## src/rtl/sfp_tx_framer.sv

```systemverilog
// rtl/sfp_tx_framer.sv - Manchester framer: sync violation, 8 data bits MSB first, even parity
module sfp_tx_framer #(
    parameter int unsigned CLK_DIV = 2
) (
    input  logic        i_clk,
    input  logic        i_res,
    input  logic        i_en,
    input  logic [7:0]  i_data,
    output logic        o_ser,
    output logic        o_busy,
    output logic        o_frame_start,
    output logic [15:0] o_frame_cnt
);

    localparam int CW = (CLK_DIV > 1) ? $clog2(CLK_DIV) : 1;
    localparam logic [CW-1:0] CNT_MAX = CW'(CLK_DIV - 1);

    typedef enum logic [1:0] {IDLE, SYNC, DATA, PARITY} state_t;

    state_t        state_q, state_d;
    logic [7:0]    sync1_q, sync1_d;
    logic [7:0]    sync2_q, sync2_d;
    logic [CW-1:0] cnt_q, cnt_d;
    logic [4:0]    hb_q, hb_d;
    logic [7:0]    snap_q, snap_d;
    logic          par_q, par_d;
    logic          ser_q, ser_d;
    logic          busy_q, busy_d;
    logic          fs_q, fs_d;
    logic [15:0]   frame_cnt_q, frame_cnt_d;
    logic          tick;
    logic          start;
    logic [2:0]    bit_idx;

    always_ff @(posedge i_clk) begin
        if (i_res) begin
            state_q     <= IDLE;
            sync1_q     <= 8'h00;
            sync2_q     <= 8'h00;
            cnt_q       <= '0;
            hb_q        <= 5'd0;
            snap_q      <= 8'h00;
            par_q       <= 1'b0;
            ser_q       <= 1'b0;
            busy_q      <= 1'b0;
            fs_q        <= 1'b0;
            frame_cnt_q <= 16'h0000;
        end else begin
            state_q     <= state_d;
            sync1_q     <= sync1_d;
            sync2_q     <= sync2_d;
            cnt_q       <= cnt_d;
            hb_q        <= hb_d;
            snap_q      <= snap_d;
            par_q       <= par_d;
            ser_q       <= ser_d;
            busy_q      <= busy_d;
            fs_q        <= fs_d;
            frame_cnt_q <= frame_cnt_d;
        end
    end

    // hb_q is the half-bit index within the frame (0..23); state tracks which field it is in
    always_comb begin
        sync1_d     = i_data;
        sync2_d     = sync1_q;
        state_d     = state_q;
        cnt_d       = cnt_q;
        hb_d        = hb_q;
        snap_d      = snap_q;
        par_d       = par_q;
        fs_d        = 1'b0;
        frame_cnt_d = frame_cnt_q;
        start       = 1'b0;
        tick        = (state_q != IDLE) && (cnt_q == CNT_MAX);

        if (state_q == IDLE) begin
            cnt_d = '0;
            hb_d  = 5'd0;
            start = i_en;
        end else if (!tick) begin
            cnt_d = cnt_q + 1'b1;
        end else begin
            cnt_d = '0;
            hb_d  = hb_q + 5'd1;
            case (state_q)
                SYNC:    if (hb_q == 5'd5)  state_d = DATA;
                DATA:    if (hb_q == 5'd21) state_d = PARITY;
                PARITY:  if (hb_q == 5'd23) begin
                             if (i_en) begin
                                 start = 1'b1;
                             end else begin
                                 state_d = IDLE;
                                 hb_d    = 5'd0;
                             end
                         end
                default: state_d = IDLE;
            endcase
        end

        if (start) begin
            state_d     = SYNC;
            hb_d        = 5'd0;
            cnt_d       = '0;
            snap_d      = sync2_q;
            par_d       = ^sync2_q;
            fs_d        = 1'b1;
            frame_cnt_d = frame_cnt_q + 16'd1;
        end
    end

    // Serial output is computed from the next half-bit so the registered line lines up with state
    always_comb begin
        bit_idx = 3'd7 - 3'((hb_d - 5'd6) >> 1);
        ser_d   = 1'b0;
        case (state_d)
            SYNC:    ser_d = (hb_d < 5'd3);
            DATA:    ser_d = snap_d[bit_idx] ^ hb_d[0];
            PARITY:  ser_d = par_d ^ hb_d[0];
            default: ser_d = 1'b0;
        endcase
        busy_d = (state_d != IDLE);
    end

    assign o_ser         = ser_q;
    assign o_busy        = busy_q;
    assign o_frame_start = fs_q;
    assign o_frame_cnt   = frame_cnt_q;

endmodule

```

## config.mk

```make
export PLATFORM = sky130hd
export DESIGN_NAME = sfp_tx_framer
export DESIGN_NICKNAME = d
export VERILOG_FILES = /design/src/rtl/sfp_tx_framer.sv
export SDC_FILE = /design/constraint.sdc
export NUM_CORES = 1
export LEC_CHECK = 0
export CELL_PAD_IN_SITES_DETAIL_PLACEMENT = 0
export CELL_PAD_IN_SITES_GLOBAL_PLACEMENT = 2
export CORE_ASPECT_RATIO = 1.1
export CORE_UTILIZATION = 33
export DETAILED_ROUTE_END_ITERATION = 6
export GPL_TIMING_DRIVEN = 1
export PLACE_DENSITY_LB_ADDON = 0.1
export SLEW_MARGIN = 25
export SYNTH_ARGS = -nofsm -noshare
export SYNTH_HDL_FRONTEND = slang
export SYNTH_SLANG_ARGS = --single-unit
```

## constraint.sdc

```tcl
create_clock -name i_clk -period 3.4 [get_ports i_clk]
set_input_delay 0.68 -clock i_clk [delete_from_list [all_inputs] [get_ports i_clk]]
set_output_delay 0.68 -clock i_clk [all_outputs]
set_load 0.05 [all_outputs]
```

==> reports/qor_table.md, run 1 <==
| Quantity | Value |
|---|---|
| Hold Crit Class | register to register |
| Post-route insts no fill | 368 |
| CTS root buf | clkbuf_8 |
| Final hold slack | 0.442 ns |
| Gate family responsible for the most delay along the worst path | compound AO/OA/AOI/OAI gates |
| Total instance count after detailed placement | 360 |
| Antenna violation net count after detailed routing | 0 |
| Number of top-level pins | 30 |
| Crit path arrival time | 3.07 ns |
| Yosys Warn Count | 0 |
| Relative slew slack | 59.0% |
| Clock tree from TritonCTS | built |
| Pin count of the biggest net entering global routing | 28 |
| Number of synthesized flops with an enable pin | 0 |
| First-pass GRT wire length | 7.96 mm |
| Pre-Repair DR Iteration Count | 4 |
| Vias in the first global route | 1700 |
| Transition time at the pin with the least slew margin | 0.611 ns |
| Max Fanout on Critical Path | 5 |
| Gpl congestion | 0.776 |
| Setup Buffers After CTS | 0 |
| Slack of the worst reg-to-reg path | 0.53 ns |
| RSZ-0062 raised after global routing | no |
| Worst IR drop on VDD | 0.000180 V |
| Total inserted antenna cells | 0 |
| Buffers & Inverters on Critical Path | 2 |
| Ratio of routed vias to standard cells | 4.90 |
| Highest-delay cell along the critical path | dfxtp_1 |
| Skew-Pair Late Insertion Delay | 0.30 ns |
| Layout area overhead | 18.4% |
| Crit start category | register |
| Category of the critical setup timing path | register to register |
| Iteration-0 DRC Markers | 117 |
| Hold Path Depth | 1 |
| Hold path start | sync1_q[4] |
| Hold path endpoint | sync2_q[4] |
| Clk pin slew, worst setup/hold paths | 0.10 ns |
| Count of hold buffers inserted by post-cts repair | 0 |
| Detail Placement HPWL | 3.33 mm |
| Run status | finished, final reports clean |
| Count of unresolved DRC violations after routing | 0 |
| Reg2reg start | hb_q[1] |
| Cell Rows | 31 |
| Net count after synthesis | 274 |
| Pwr/cell area | 420 nW/um^2 |
| Number of cells produced by synthesis | 258 |
| Resize count post-CTS | 0 |
| Total clock buffers created by CTS | 5 |
| Flop and latch count out of synthesis | 52 |
| Kind of capture point of the worst setup path | register |
| Max-cap violations | 0 |
| Total wire length after detailed routing | 4.68 mm |
| Pleak | 0.983 nW |
| Final critical path time including I/O delays and setup | 2.87 ns |
| End of the worst register-to-register path | o_ser |
| Mean post-synth cell area | 9.09 um^2 |
| Starting Density | 34.9% |
| Setup violators final | 0 |
| Die outline width | 82.4 um |
| Maximum clock frequency | 349 MHz |
| Antenna violations before repair | 0 |
| Prevailing post-synth register cell | dfxtp_1 |
| Height of the die | 90.4 um |
| Path depth of the worst reg2reg path | 13 |
| Setup TNS Final | 0 ns |
| H-tree levels | 2 |
| Final Slew Violations | 0 |
| Maximum cell stage delay along the critical path | 0.40 ns |
| Leading post-synthesis cells by cell area | dfxtp_1, nor2b_1, nand2_1 |
| Data required time at the worst endpoint | 3.60 ns |
| Global-route usage over all layers | 14.0% |
| Post-synthesis sequential area ratio | 44.4% |
| Cells along the critical path | inv_1 > ha_1 > and2_4 > nor3_1 > o21ai_0 > inv_1 > ha_1 > o21ba_2 > a31oi_1 > o211ai_1 > o32ai_1 > o21a_1 > nor3_2 |
| Die Area | 7450 um^2 |
| Proportion of register bits with asynchronous set or reset after synthesis | 0% |
| Portion of synthesized cell area occupied by the leading cell type | 44.4% |
| Core outline area | 6710 um^2 |
| Commonest cells in the synthesized netlist | dfxtp_1, nand2_1, nor2_1 |
| Clock net sink count | 52 |
| Final worst-path cycle share | 84.4% |
| Input/output buffers | 29 |
| Buffers from clock root to sink, at most | 2 |
| Final hold violation count | 0 |
| Share of cells above drive strength 1 | 10.1% |
| Global route total overflow | 0 |
| Cell type with the largest total area after synthesis | dfxtp_1 |
| Area of the mapped netlist | 2340 um^2 |
| Average detailed-routed wire length per instance | 12.7 um |
| Layout net count | 301 |
| Final setup skew | 0.00219 ns |
| Total power draw | 1.17 mW |
| Post-synthesis cell type count | 50 |
| Total number of vias | 1804 |
| Library cell with the highest instance count after synthesis | dfxtp_1 |
-- how the worst max path moves through the flow --
stage | from | end | slack (ns) | cells after the start
CTS | hb_q[1] | o_ser | 0.49 | 13
floorplan | hb_q[1] | o_ser | 0.94 | 13
detailed placement | i_en | o_ser | 0.26 | 11
finish | hb_q[1] | o_ser | 0.53 | 13
global route | hb_q[1] | o_ser | 0.20 | 13
global placement | i_en | o_ser | 0.36 | 9
-- flip-flops by register name, indices dropped and copies added, names as in the netlist --
| signal | flops |
|---|---|
| o_frame_cnt | 16 |
| snap_q | 8 |
| sync1_q | 8 |
| sync2_q | 8 |
| hb_q | 5 |
| state_q | 2 |
| cnt_q | 1 |
| o_busy | 1 |
| o_frame_start | 1 |
| o_ser | 1 |
| par_q | 1 |
-- per-stage QoR --
stage	utilization [%]	worst slack [ns]	cell area, um^2
6_report	41.4	0.531	2780
5_1_grt	41.4	0.204	2780
2_1_floorplan	-	0.939	2340
3_3_place_gp	39.9	0.358	2680
3_5_place_dp	39.9	0.263	2680
4_1_cts	41.4	0.487	2780
-- layer usage --
| metal | GRT usage [%] | part of all wire [%] | vias to the layer above |
|---|---|---|---|
| li1 | - | - | 933 |
| met1 | 18.2 | 49 | 833 |
| met2 | 21.8 | 46 | 29 |
| met3 | 3.33 | 2.9 | 9 |
| met4 | 5.56 | 2.1 | 0 |
| met5 | 0 | 0 | - |
-- logic make-up after synthesis --
| logic type | Yosys count | share of synthesized area (%) |
|---|---|---|
| compound gates | 53 | 15.8 |
| xor+xnor | 19 | 7.10 |
| fa+ha+maj | 5 | 2.67 |
| buf+inv | 19 | 4.38 |
| flops | 52 | 44.4 |
| mux | 2 | 0.854 |
| simple gates | 108 | 24.8 |
-- power by group --
group	internal, mW	switching [mW]	leakage [nW]
Sequential	0.630	0.0176	0.424
Clock	0.165	0.211	0.0434
Combinational	0.0596	0.0821	0.515
Total	0.855	0.311	0.983
-- layout make-up --
cell class	instances	area (um^2)
fillers	691	3930
multi-input cells	187	1200
flip-flops and latches	52	1040
repair buffers	32	308
well taps	82	103
clock buffers	6	82.6
inverters	7	26.3
clock inverters	2	15.0
-- layout by cell type (no fill, tap or decap), drive strengths merged, types with 4 or more instances in the layout --
cell type / Yosys / final
xor2: 7 / 7
dfxtp: 52 / 52
nor2b: 18 / 18
o21ai: 12 / 12
nor2: 30 / 30
inv: 7 / 7
nand4: 6 / 6
clkdlybuf4s50: 0 / 28
nand2: 29 / 29
a21oi: 18 / 18
or3: 6 / 6
buf: 8 / 4
ha: 5 / 5
clkbuf: 4 / 6
xnor2: 12 / 12
nor3: 7 / 7
nand3: 4 / 4
Power figures use the tool's default switching activity.
==> run 2: changes to the inputs <==
==> constraint.sdc (replaced) <==
create_clock -name i_clk -period 2.95 [get_ports i_clk]
set_input_delay 0.59 -clock i_clk [delete_from_list [all_inputs] [get_ports i_clk]]
set_output_delay 0.59 -clock i_clk [all_outputs]
set_load 0.05 [all_outputs]
==> run 2 against run 1 <==
Compared with the run above: first-iteration DRC count is 34% lower; register-to-register slack worse by 0.19 ns; wire length decreased by 1.1%; core utilization grew 0.73 points; non-clock buffer count increased by 5; critical path depth shrank 2; power up 14%; critical endpoint unchanged; sequential power is 15% higher; flip-flop and latch count did not move; global-route usage decreased by 0.24 points; setup slack worse by 0.19 ns; highest routed layer unchanged; die area is the same.
==> reports/qor_table.md, run 2 (synthesis results as in run 1) <==
| Quantity | Value | vs previous |
|---|---|---|
| Clock network fraction of total power | 31.1% | -1.2 points |
| RSZ-0062 raised after global routing | no |  |
| Die outline width | 82.4 um | unchanged |
| Average detailed-routed wire length per instance | 12.4 um | -2.5% |
| Starting Density | 34.9% | unchanged |
| H-tree levels | 2 | unchanged |
| Portion of total power attributed to combinational logic | 12.8% | +0.7 points |
| Net Sw Power | 0.360 mW | +16% |
| Worst IR drop on VDD | 0.000301 V | +67% |
| Total inserted antenna cells | 0 | unchanged |
| Post-layout worst setup margin | 0.338 ns | -0.193 ns |
| Crit start category | register |  |
| Layout net count | 306 | +1.7% |
| Cell Rows | 31 | unchanged |
| Final critical path time including I/O delays and setup | 2.61 ns | -0.257 ns |
| Antenna violations before repair | 0 | unchanged |
| Detail Placement HPWL | 3.36 mm | +0.97% |
| Pre-Repair DR Iteration Count | 5 | +1 |
| Max-cap violations | 0 | unchanged |
| Data required time at the worst endpoint | 3.15 ns | -0.45 ns |
| Count of unresolved DRC violations after routing | 0 | unchanged |
| Die Area | 7450 um^2 | unchanged |
| Most frequent cells in the layout | dfxtp_1, nand2_1, clkdlybuf4s50_1 |  |
| Global route total overflow | 0 | unchanged |
| Power share of the sequential group | 56.1% | +0.5 points |
| Maximum clock frequency | 383 MHz | +9.8% |
| Slack of the worst reg-to-reg path | 0.34 ns | -0.19 ns |
| Final Slew Violations | 0 | unchanged |
| Transition time at the pin with the least slew margin | 0.654 ns | +0.0436 ns |
| Post-placement worst setup slack | 0.0538 ns | -0.209 ns |
| First-pass GRT wire length | 7.92 mm | -0.43% |
| Relative slew slack | 56.0% | -2.9 points |
| Total wire length after detailed routing | 4.63 mm | -1.1% |
| Crit path arrival time | 2.81 ns | -0.26 ns |
| Layout area overhead | 20.5% |  |
| Vias in the first global route | 1697 | -0.18% |
| Pin count of the biggest net entering global routing | 40 | +43% |
| Total number of vias | 1831 | +1.5% |
| Total power draw | 1.33 mW | +14% |
| Final setup skew | 0.00733 ns | +0.00515 ns |
| Buffers from clock root to sink, at most | 2 | unchanged |
| Skew-Pair Late Insertion Delay | 0.30 ns | about the same |
| Total clock buffers created by CTS | 5 | unchanged |
| Clk pin slew, worst setup/hold paths | 0.10 ns | about the same |
| Core outline area | 6710 um^2 | unchanged |
| Number of top-level pins | 30 | unchanged |
| Run status | finished, final reports clean |  |
| Clock net sink count | 52 | unchanged |
| Input/output buffers | 29 | unchanged |
| Commonest non-fill, non-tap cell in the layout | dfxtp_1 |  |
| Gpl congestion | 0.742 | -4.4% |
| Max Fanout on Critical Path | 10 | +5 |
| Height of the die | 90.4 um | unchanged |
| Iteration-0 DRC Markers | 77 | -34% |
| Number of flip-flops under the largest register name | 16 | unchanged |
| Setup Buffers After CTS | 0 | unchanged |
| Sw frac | 27.0% | +0.39 points |
| Hold Crit Class | register to register |  |
| Kind of capture point of the worst setup path | register |  |
| Setup violators final | 0 | unchanged |
| Category of the critical setup timing path | register to register |  |
| Internal power component | 0.972 mW | +14% |
| Clock tree from TritonCTS | built |  |
| Share of cells above drive strength 1 | 12.7% | +2.6 points |
| Ratio of routed vias to standard cells | 4.91 | +0.14% |
| Pwr/cell area | 472 nW/um^2 | +12% |
| CTS root buf | clkbuf_8 |  |
| Final hold violation count | 0 | unchanged |
| Antenna violation net count after detailed routing | 0 | unchanged |
| Global-route usage over all layers | 13.8% | -0.24 points |
| Setup TNS Final | 0 ns | unchanged |
| Pleak | 1.02 nW | +3.4% |
| Final worst-path cycle share | 88.5% | +4.2 points |
[run 2: critical path, stage by stage (launching register included)]
cell       delay, ns
dfxtp_1         0.62
nand4b_4        0.25
o21ai_0         0.29
inv_1           0.10
ha_1            0.21
o21ba_2         0.25
o2111ai_1       0.10
o211ai_1        0.16
o21ai_0         0.17
o32ai_2         0.16
o21a_1          0.17
nor3_2          0.04
[run 2: repair_timing]
action,CTS,global route
resized for setup,0,3
endpoints found under the setup margin,0,1
hold buffers,0,0
[run 2: path summary, 6_finish.rpt]
path                   start          to  depth (start not counted)
setup / recovery  state_q[0]       o_ser                         11
hold / removal    sync1_q[1]  sync2_q[1]                          1
setup reg to reg  state_q[0]       o_ser                         11
hold reg to reg   sync1_q[1]  sync2_q[1]                          1
[run 2: layer usage]
layer / share of wire, % / GRT usage, % / up-vias
met4: 1.4 / 5.26 / 0
met5: 0 / 0 / -
met3: 3.0 / 3.03 / 6
met1: 49 / 18.1 / 848
met2: 47 / 21.5 / 28
li1: - / - / 949
[run 2: per-stage QoR]
stage	area, um^2	util [%]	hold WS (ns)	cells
global placement	2720	40.5	0.418	365
detailed placement	2720	40.5	0.420	365
CTS	2810	41.8	0.446	373
global route	2830	42.1	0.460	373
finish	2830	42.1	0.443	373
floorplan	2340	-	0.414	258
[run 2: cell type report]
class	count	area [um^2]
flip-flops and latches	52	1040
inverters	7	26.3
multi-input cells	187	1220
clock inverters	3	22.5
well taps	82	103
repair buffers	37	345
fillers	704	3880
clock buffers	5	68.8
[run 2: power groups by stage]
stage                     combinational [mW]  clock (mW)  sequential, mW
final                                  0.171       0.414           0.747
after global routing                   0.188       0.467           0.751
after CTS                              0.172       0.440           0.748
after detailed placement               0.171           0           0.764
after global placement                 0.171           0           0.765
after floorplan                        0.105           0           0.779
==> run 3: changes to the inputs <==
--- a/config.mk
+++ b/config.mk
@@ -11,8 +11,10 @@
 export CORE_UTILIZATION = 33
 export DETAILED_ROUTE_END_ITERATION = 6
 export GPL_TIMING_DRIVEN = 1
+export HOLD_SLACK_MARGIN = 0.05
 export PLACE_DENSITY_LB_ADDON = 0.1
 export SLEW_MARGIN = 25
 export SYNTH_ARGS = -nofsm -noshare
 export SYNTH_HDL_FRONTEND = slang
 export SYNTH_SLANG_ARGS = --single-unit
+export TNS_END_PERCENT = 30
==> constraint.sdc (replaced) <==
create_clock -name i_clk -period 2.95 [get_ports i_clk]
set_input_delay 0.7375 -clock i_clk [delete_from_list [all_inputs] [get_ports i_clk]]
set_output_delay 0.7375 -clock i_clk [all_outputs]
set_load 0.05 [all_outputs]
==> run 3 against run 2 <==
Compared with the run above: critical path depth is 1 higher; first-iteration DRC count is 21% lower; core utilization is 0.71 points higher; wire length is 1.7% higher; via count is 0.22% lower; clock power is 5.8% higher; clock skew hardly changed; power is 2.2% higher; fmax is 2.9% lower; largest power group unchanged; highest routed layer unchanged; cell area is 1.7% higher; sequential power hardly changed.
==> reports/qor_table.md, run 3 (synthesis results as in run 1) <==
| Quantity | Value | vs previous |
|---|---|---|
| Category of the critical setup timing path | primary input to register |  |
| Run status | finished, final reports clean |  |
| H-tree levels | 2 | unchanged |
| Final worst-path cycle share | 91.2% | +2.6 points |
| Die Area | 7450 um^2 | unchanged |
| Max-cap violations | 0 | unchanged |
| Number of top-level pins | 30 | unchanged |
| Global route total overflow | 0 | unchanged |
| Setup TNS Final | 0 ns | unchanged |
| Pleak | 1.05 nW | +2.9% |
| Total number of vias | 1827 | -0.22% |
| Kind of capture point of the worst setup path | register |  |
| Buffers from clock root to sink, at most | 2 | unchanged |
| Relative slew slack | 55.4% | -0.64 points |
| Ratio of routed vias to standard cells | 4.83 | -1.5% |
| Pwr/cell area | 474 nW/um^2 | +0.55% |
| Transition time at the pin with the least slew margin | 0.664 ns | +0.00950 ns |
| Core outline area | 6710 um^2 | unchanged |
| Clock net sink count | 52 | unchanged |
| Highest-delay cell along the critical path | clkdlybuf4s50_1 |  |
| Met1 Resource Use GR | 19.1% | +0.96 points |
| Routing layer with the top usage in global route | met2 |  |
| CTS root buf | clkbuf_8 |  |
| Final setup skew | 0.00743 ns | +0.0000995 ns |
| Number of flip-flops under the largest register name | 16 | unchanged |
| First-pass GRT wire length | 8.24 mm | +4.0% |
| Gpl congestion | 0.763 | +2.8% |
| Global-route usage over all layers | 14.4% | +0.62 points |
| Count of unresolved DRC violations after routing | 0 | unchanged |
| Post-layout worst setup margin | 0.261 ns | -0.0773 ns |
| Iteration-0 DRC Markers | 61 | -21% |
| Clock tree from TritonCTS | built |  |
| Final hold violation count | 0 | unchanged |
| Global routing met2 resource utilization | 22.5% | +1.0 points |
| Cell Rows | 31 | unchanged |
| Met3 track demand over resource in global routing | 3.33% | +0.30 points |
| Most frequent cells in the layout | dfxtp_1, nand2_1, clkdlybuf4s50_1 |  |
| Final Core Density | 42.8% | +0.71 points |
| Slack of the worst reg-to-reg path | 0.35 ns | about the same |
| Average detailed-routed wire length per instance | 12.5 um | +0.40% |
| Total clock buffers created by CTS | 5 | unchanged |
| Pre-Repair DR Iteration Count | 4 | -1 |
| Cells along the critical path | clkdlybuf4s50_1 > nand4_2 > o21ai_1 > inv_1 > ha_1 > o21ba_2 > o2111ai_1 > o211ai_1 > o21ai_0 > o32ai_2 > o21a_1 > nor3_2 |  |
| Hold Crit Class | register to register |  |
| Clk pin slew, worst setup/hold paths | 0.10 ns | about the same |
| Antenna violations before repair | 0 | unchanged |
| Height of the die | 90.4 um | unchanged |
| Commonest non-fill, non-tap cell in the layout | dfxtp_1 |  |
| Final hold slack | 0.441 ns | -0.00216 ns |
| Detail Placement HPWL | 3.43 mm | +2.0% |
| RSZ-0062 raised after global routing | no |  |
| Starting Density | 34.9% | unchanged |
| Maximum cell stage delay along the critical path | 0.49 ns | -0.13 ns |
| Data required time at the worst endpoint | 3.15 ns | about the same |
| Layout net count | 311 | +1.6% |
| Final Slew Violations | 0 | unchanged |
| Final critical path time including I/O delays and setup | 2.69 ns | +0.0773 ns |
| Maximum clock frequency | 372 MHz | -2.9% |
| Input/output buffers | 29 | unchanged |
| Max Fanout on Critical Path | 3 | -7 |
| Total wire length after detailed routing | 4.71 mm | +1.7% |
| Vias in the first global route | 1744 | +2.8% |
| Skew-Pair Late Insertion Delay | 0.30 ns | about the same |
| Die outline width | 82.4 um | unchanged |
| Count of hold buffers inserted by post-cts repair | 0 | unchanged |
| Pin count of the biggest net entering global routing | 40 | unchanged |
| Share of cells above drive strength 1 | 14.5% | +1.8 points |
| Crit path arrival time | 2.89 ns | +0.08 ns |
| Total inserted antenna cells | 0 | unchanged |
| Post-placement worst setup slack | -0.121 ns | -0.174 ns |
| Layout area overhead | 22.5% |  |
| Worst IR drop on VDD | 0.000230 V | -24% |
| Crit start category | primary input |  |
| Antenna violation net count after detailed routing | 0 | unchanged |
| Setup violators final | 0 | unchanged |
-- run 3: area by class of cell --
class | instances | area (um^2)
Clock buffer | 6 | 82.6
Clock inverter | 2 | 17.5
Fill cell | 679 | 3840
Inverter | 7 | 26.3
Multi-Input combinational cell | 187 | 1220
Sequential cell | 52 | 1040
Tap cell | 82 | 103
Timing Repair Buffer | 42 | 383
-- run 3: per-stage QoR --
step | cells | cell area (um^2) | total power [mW]
after CTS | 378 | 2850 | 1.39
after global routing | 378 | 2870 | 1.44
after floorplan | 258 | 2340 | 0.884
final | 378 | 2870 | 1.36
after global placement | 370 | 2750 | 0.940
after detailed placement | 370 | 2750 | 0.939
-- run 3: power by group --
part	internal (mW)	switching [mW]	leakage (nW)
combinational	0.0789	0.100	0.569
clock	0.197	0.242	0.0522
sequential	0.727	0.0181	0.425
-- run 3: what timing repair did --
item | 4_1_cts | 5_1_grt
buffers inserted | 0 | 0
gates resized for setup | 0 | 5
endpoints found under the setup margin | 0 | 1
endpoints found under the hold margin | 0 | 0
-- run 3: path summary, 6_finish.rpt --
path / depth (start not counted) / startpoint / to
setup reg to reg: 14 / hb_q[1] / o_ser
hold reg to reg: 1 / sync1_q[3] / sync2_q[3]
hold / removal: 1 / sync1_q[3] / sync2_q[3]
setup / recovery: 12 / i_en / o_ser
-- run 3: routing by layer --
metal  wire (um)  vias up
met1        2310      839
li1            -      955
met3         120        4
met5           0        -
met4          48        0
met2        2230       29
-- run 3: worst max-delay path: cells and delay by family --
family	cells	cell delay, ns
AO/OA/AOI/OAI	7	1.21
buffers and inverters	2	0.57
AND/OR/NAND/NOR	2	0.16
adder cells (fa/ha/maj)	1	0.20
==> RTL edit, RTL diff (config.mk and constraints of run 2) <==
The parameter `CLK_DIV` goes from 2 to 4.
--- a/src/rtl/sfp_tx_framer.sv
+++ b/src/rtl/sfp_tx_framer.sv
@@ -1,6 +1,6 @@
 // rtl/sfp_tx_framer.sv - Manchester framer: sync violation, 8 data bits MSB first, even parity
 module sfp_tx_framer #(
-    parameter int unsigned CLK_DIV = 2
+    parameter int unsigned CLK_DIV = 4
 ) (
     input  logic        i_clk,
     input  logic        i_res,
Formal check against the unedited RTL: not equivalent (Yosys sat finds a counterexample within 10 cycles, from zero or initial values).
==> RTL edit against run 2 <==
Synthesized area up 0.96%. Power down 1.7%. Clock power up 4%. Global-route usage up 1.3 points. Critical path depth down 1. Fmax down 5.7%. Combinational power down 24%. Cell count up 4.8%. Final area up 3.1%. Wire length up 8.7%. Sequential cell count up 1. Via count up 2.9%. Worst setup slack worse by 0.16 ns. Critical path type unchanged. Largest power group unchanged.
==> RTL edit: results (changes against run 2) <==
The final weighted congestion of routability-driven global placement was 0.733 (-1.2%). The total nets after synthesis is 282 (+2.9%). The number of placed instances, taps included came to 383 (+4.9%). The detailed-router iteration count before antenna repair was 4 (-1).

The cell leakage power came out at 0.00105 uW (+3.3%). Ranked by instance count, the synthesized netlist is headed by dfxtp_1 (53), nand2_1 (32), nor2_1 (24). The total of fill cells in the finished design is 728 (+3.4%).

The global-route wire length before repair came out at 8680 um (+9.6%). The detailed route wirelength on metal2 was 2420 um (+11%). The HPWL after detailed placement is 3650 um (+8.5%). The share of layout cells above drive strength 1 came to 0.111 (-0.0160). In the post-synthesis netlist, the biggest area contributors are dfxtp_1 (45%), nand2_1 (5.1%), nor2b_1 (5.0%). The total wirelength of the detailed-routed design came out at 5030 um (+8.7%). The global-route met2 utilization is 0.238 (+0.0228). The met1 routing resource usage after global routing is 0.203 (+0.0217). The synthesized area divided by synthesized cell count was 8.93 um2 (-1.7%). The pin count of the biggest net entering global routing is 42 (+5.0%).

The depth of the most critical reg-to-reg path is 10 (-1). The slack of the worst reg-to-reg path came out at 0.18 ns (-0.16 ns). The largest driver fanout on the critical path came out at 6 (-4). The critical path's largest stage delay is 0.52 ns (-0.10 ns). The shortest clock period the worst path allows after layout is 2.77 ns (+0.157 ns). The register area share after synthesis is 0.448 (+0.00423). The worst-margin pin slew came to 0.498 ns (-0.156 ns). The flow ran to the end, and the final reports show no timing, DRC or antenna violations.

The post-synthesis compound-gate area fraction came out at 0.104 (-0.0538). The parity-gate share of the synthesized area counting xor and xnor cells is 0.0777 (+0.00672). The post-detailed-route wirelength per cell is 12.9 um (+3.7%). The starting DRC count in detailed routing came out at 79 (+2.6%). The number of nets at the end of the flow is 322 (+5.2%).

The final design instance area without fill is 2910 um2 (+3.1%). The cell type of the slowest stage on the worst timing path is or4b_1. The data arrival time of the critical path came to 2.96 ns (+0.15 ns). The mux share of post-synthesis cell area came out at 0.0275 (+0.0189). The post-route met1 wirelength is 2440 um (+8.4%). The overall global routing resource usage is 0.151 (+0.0132). The met3 wire length came out at 123 um (-10%). The cell class contributing the biggest share of worst-path delay is simple AND/OR/NAND/NOR gates.

The number of global-route vias before repair was 1768 (+4.2%). The most critical setup path has its startpoint at hb_q[0]. The cell area after placement came out at 2820 um2 (+3.7%).

The worst-case vdd ir drop is 0.000188 V (-37%).
## RTL edit: how the worst min path moves through the flow
stage	startpoint	to	slack [ns]	cells past startpoint
2_1_floorplan	cnt_q[0]	cnt_q[0]	0.41	1
3_3_place_gp	cnt_q[0]	cnt_q[0]	0.42	1
3_5_place_dp	sync1_q[4]	sync2_q[4]	0.42	1
4_1_cts	cnt_q[0]	cnt_q[0]	0.44	1
5_1_grt	sync1_q[0]	sync2_q[0]	0.46	1
6_report	sync1_q[4]	sync2_q[4]	0.44	1
## RTL edit: report_power, final
part           switching [uW]  leakage [uW]  total, uW  internal, uW
Sequential               12.7      0.000433        750           737
Clock                     256     0.0000452        430           174
Combinational            71.5      0.000572        130          58.6
## RTL edit: layout make-up
type | count | share of cell area
Inverter | 4 | 0.00515
Tap cell | 85 | 0.0365
Sequential cell | 53 | 0.364
Clock inverter | 3 | 0.00859
Multi-Input combinational cell | 195 | 0.420
Clock buffer | 5 | 0.0236
Timing Repair Buffer | 46 | 0.142
